$ cat config.mk
export PLATFORM = sky130hd
export DESIGN_NAME = fetch_unit
export DESIGN_NICKNAME = d
export VERILOG_FILES = /design/src/rtl/fetch_unit.sv
export SDC_FILE = /design/constraint.sdc
export NUM_CORES = 1
export LEC_CHECK = 0
export CAP_MARGIN = 20
export CORE_MARGIN = 8
export CORE_UTILIZATION = 50
export CTS_CLUSTER_SIZE = 24
export DETAILED_ROUTE_END_ITERATION = 6
export PLACE_DENSITY = 0.77
export RECOVER_POWER = 100
export REMOVE_ABC_BUFFERS = 1
export SLEW_MARGIN = 20
export SYNTH_ARGS = -nofsm -noshare
export SYNTH_HDL_FRONTEND = slang
export SYNTH_SLANG_ARGS = --single-unit
$ cat constraint.sdc
create_clock -name clk -period 2.82 [get_ports clk]
set_input_delay 0.282 -clock clk [delete_from_list [all_inputs] [get_ports clk]]
set_output_delay 0.282 -clock clk [all_outputs]
set_load 0.02 [all_outputs]
$ cat src/rtl/fetch_unit.sv
// Instruction-fetch stage with IF/ID pipeline register.
// Keeps one imem read in flight, buffers a word that arrives during a stall, and drops wrong-path fetches on redirect.
module fetch_unit #(
    parameter logic [31:0] RESET_PC = 32'h0000_0000
) (
    input  logic        clk,
    input  logic        reset,
    input  logic        stall_d,
    input  logic        flush_d,
    input  logic        pc_src_d,
    input  logic [31:0] pc_branch_d,
    input  logic        jump_d,
    input  logic [31:0] pc_jump_d,
    output logic        imem_req,
    output logic [31:0] imem_addr,
    input  logic        imem_valid,
    input  logic [31:0] imem_rdata,
    output logic [31:0] instr_d,
    output logic [31:0] pc_plus_4_d,
    output logic        valid_d,
    output logic [1:0]  fsm_state
);

    // Handshake: imem_req rises with a new imem_addr, both stay put until the
    // single-cycle imem_valid pulse, and req drops for at least one cycle before
    // the next address is presented.
    typedef enum logic [1:0] {
        ISSUE = 2'd0,
        WAIT  = 2'd1,
        HOLD  = 2'd2,
        DRAIN = 2'd3
    } state_t;

    localparam logic [31:0] PC_INIT = RESET_PC & 32'hFFFF_FFFC;

    state_t      state;
    logic [31:0] pc_f;
    logic [31:0] skid;
    logic        redirect;
    logic [31:0] target;
    logic [31:0] pc_seq;

    assign redirect  = valid_d & ~stall_d & (jump_d | pc_src_d);
    assign target    = (jump_d ? pc_jump_d : pc_branch_d) & 32'hFFFF_FFFC;
    assign pc_seq    = pc_f + 32'd4;
    assign fsm_state = state;

    always_ff @(posedge clk) begin
        if (reset) begin
            state       <= ISSUE;
            pc_f        <= PC_INIT;
            skid        <= '0;
            imem_req    <= 1'b0;
            imem_addr   <= PC_INIT;
            instr_d     <= '0;
            pc_plus_4_d <= '0;
            valid_d     <= 1'b0;
        end else begin
            // IF/ID defaults to a bubble; a delivery below overrides it.
            if (flush_d || !stall_d) begin
                instr_d <= '0;
                valid_d <= 1'b0;
            end

            case (state)
                ISSUE: begin
                    imem_req  <= 1'b1;
                    imem_addr <= redirect ? target : pc_f;
                    if (redirect) begin
                        pc_f <= target;
                    end
                    state <= WAIT;
                end

                WAIT: begin
                    if (imem_valid) begin
                        imem_req <= 1'b0;
                        state    <= ISSUE;
                        if (redirect) begin
                            pc_f <= target;
                        end else if (flush_d || stall_d) begin
                            skid  <= imem_rdata;
                            state <= HOLD;
                        end else begin
                            instr_d     <= imem_rdata;
                            pc_plus_4_d <= pc_seq;
                            valid_d     <= 1'b1;
                            pc_f        <= pc_seq;
                        end
                    end else if (redirect) begin
                        // The request in flight is wrong-path; let it finish and discard it.
                        pc_f  <= target;
                        state <= DRAIN;
                    end
                end

                HOLD: begin
                    if (redirect) begin
                        pc_f  <= target;
                        skid  <= '0;
                        state <= ISSUE;
                    end else if (!stall_d && !flush_d) begin
                        instr_d     <= skid;
                        pc_plus_4_d <= pc_seq;
                        valid_d     <= 1'b1;
                        pc_f        <= pc_seq;
                        state       <= ISSUE;
                    end
                end

                DRAIN: begin
                    if (imem_valid) begin
                        imem_req <= 1'b0;
                        state    <= ISSUE;
                    end
                end

                default: state <= ISSUE;
            endcase
        end
    end

endmodule
==> results.md <==
* Outcome: finished clean
* Worst slew pin tran at 1.10 ns
* Fmax at 384 MHz
* Top Ports at 203
* WP data arrival at 2.93 ns
* Max Root-Sink Buffers at 2
* Clock buffer count from CTS at 17
* Row count at 47
* Peak VDD IR at 0.467 mV
* Global-route wire length before repair at 42600 µm
* Pin count of the biggest net entering global routing at 43
* Total track usage at 26.0%
* Pleak at 0.00410 µW
* Nets at 1279
* Final worst setup slack at 0.214 ns
* Switching part of the total at 30.3%
* Reg area at 3280 µm²
* H-tree depth at 4
* Worst reg-to-reg path cell count at 8
* Part of the power in registers at 41.4%
* Starting Density at 50.3%
* Final setup viols at 0
* Area of the core at 16300 µm²
* RR Startpoint: fsm_state[0]
* CTS tree: done
* DP Area at 10400 µm²
* Die Wd at 144 µm
* Count leader, synth: a21oi_1
* Area leader, netlist: dfxtp_1
* CP Max Fanout at 24
* Synthesized area at 8220 µm²
* Reg2reg end: pc_plus_4_d[30]
* CTS root buffer: clkbuf_16
* Setup crit start kind: primary input
* Cts hold-fix bufs at 0
* PD cells at 544 nW/µm²
* Die area at 20800 µm²
* Final WL at 27100 µm
* Logic pwr share at 20.8%
* Grt total ovfl at 0
* Top cell type's share of synthesized area at 39.9%
* Number of antenna violations at the first check in global routing at 0
* Tmin final at 2.61 ns
* Post-route ant nets at 0
* HPWL Detailed at 18800 µm
* Post_cts resized at 0
* Clock sink total at 164
* Via count at 8401
* Setup repair bufs after CTS at 0
* Tot Pwr at 5940 µW
* Detailed Routing Iterations Pass 1 at 5
* Synth Warn # at 0
* Net switching power figure at 1800 µW
* Crit Path Class: primary input to flip-flop
* Max-capacitance violation count at 0
* Period utilization at 92.4%
* Top FF cell, synth: dfxtp_1
* Power share of the clock group at 37.7%
* Die Span Y at 144 µm
* DP Worst Slack at 0.303 ns
* Worst setup endpoint: pc_f[6]
* Syn avg cell area at 8.14 µm²
* Mean routed wirelength per cell at 19.3 µm
* RSZ-0062 raised after global routing: false
* Post-synth top cells: 176 x a21oi_1, 164 x dfxtp_1, 116 x nand2_1
* Register-to-register setup slack at 0.22 ns
* Async set-reset flop share out of synthesis at 0%
* Worst-Skew Late Latency at 0.43 ns
* Vias in the first global route at 7840
* Seq cells post-synth at 164
* Rel. slew slack at 26.7%
* Synth top area cells: dfxtp_1 40%, a21oi_1 11%, nand2_1 5.3%
* Hold Crit Class: primary input to flip-flop
* Number of port buffers at 198
* # diodes at 0
* Sequential share of the synthesized area at 39.9%
* Worst EP required at 3.15 ns
* Share of cells above drive strength 1 at 7.35%
* Count of cell types in the netlist at 72
* Internal power at 4140 µW
* CP endpoint kind: flip-flop
* # DRC at 0
* Final GP Congestion at 0.910
* Setup TNS Final at 0 ns
* Clock Skew at 0.0103 ns
* Final hold viol count at 0
* Layout area overhead at 32.9%
* Hold_ws at 0.300 ns
* Worst-path clk slew at 0.07 ns
* Iter 0 DRT Violations at 829
* Final Max Slew Viols at 0
* Vias per cell at 5.99
* Area of the multi-input gates at 4500 µm²
* Post-synth EDFFs at 0
* Crit path from: stall_d
* Synth Instances at 1010
* # fillers at 1446
* Final Cell Area at 10900 µm²
## through the flow
step	cells	util, %
floorplan	910	-
global placement	1371	63.7
detailed placement	1371	63.7
CTS	1403	67.1
global route	1403	66.8
finish	1403	66.8
## worst max-delay path, stage by stage
cell           delay, ns
dlygate4sd3_1       0.66
nand2b_1            0.22
nor2_2              0.86
clkbuf_2            0.50
nand2_1             0.15
a32o_1              0.24
## state kept, by name (all words and copies together), names as in the netlist
register,count
imem_addr,32
instr_d,32
pc_f,32
pc_plus_4_d,32
skid,32
fsm_state,2
imem_req,1
valid_d,1
## cell families after synthesis
group | after synthesis | synth area share (%)
adders and majority gates | 6 | 0.913
xor gates and xnor gates | 27 | 2.88
AOI/OAI and AO/OA | 356 | 27.8
and+or+nand+nor | 318 | 18.9
DFF | 164 | 39.9
buffers and inverters | 107 | 5.64
muxes | 32 | 3.91
## area by class of cell
cell class	instances	area share, %
Clock inverter	10	0.916
Tap cell	220	2.52
Multi-Input combinational cell	739	41.2
Timing Repair Buffer	241	20.8
Sequential cell	164	30.0
Inverter	7	0.240
Clock buffer	22	4.25
## cells in the final DEF (no fill, tap or decap), types with 7 or more instances in the layout
master | netlist | routed
o211ai_1 | 25 | 25
and2_1 | 9 | 8
and3_1 | 10 | 10
o221a_1 | 8 | 8
nand3_1 | 37 | 37
nor2b_1 | 10 | 9
clkbuf_1 | 66 | 8
or3_1 | 32 | 32
o21ai_0 | 36 | 36
mux2i_1 | 31 | 31
nor3_1 | 15 | 15
a211oi_1 | 18 | 18
a21o_1 | 7 | 7
a22o_1 | 34 | 34
a21oi_1 | 176 | 175
nand2_1 | 116 | 116
clkdlybuf4s50_1 | 0 | 95
nor2_1 | 50 | 49
xnor2_1 | 10 | 10
clkbuf_16 | 0 | 17
xor2_1 | 17 | 17
dlygate4sd3_1 | 0 | 101
dfxtp_1 | 164 | 164
buf_4 | 1 | 31
nand4_1 | 9 | 9
## per-layer routing
layer	wire length, µm	global-route usage (%)	vias to the layer above
met4	550	8.76	0
met1	11700	35.1	3978
li1	-	-	4005
met3	2440	6.80	46
met2	12400	39.5	372
met5	0	0	-
## power by group through the flow
| stage | logic, µW | registers (µW) | clock network [µW] |
|---|---|---|---|
| after floorplan | 582 | 2550 | 0 |
| after global placement | 1230 | 2510 | 0 |
| after detailed placement | 1250 | 2510 | 0 |
| after CTS | 1250 | 2460 | 2270 |
| after global routing | 1340 | 2470 | 2370 |
| final | 1240 | 2460 | 2240 |
## worst min path at each step
stage | startpoint | to | slack [ns] | cells after the start
5_1_grt | reset | imem_addr[15] | 0.29 | 2
6_report | reset | imem_addr[23] | 0.30 | 2
3_5_place_dp | instr_d[25] | instr_d[25] | 0.45 | 2
2_1_floorplan | reset | fsm_state[1] | 0.35 | 1
4_1_cts | reset | pc_f[23] | 0.27 | 2
3_3_place_gp | instr_d[23] | instr_d[23] | 0.44 | 2
No activity file was read; power rests on OpenSTA's default activity.
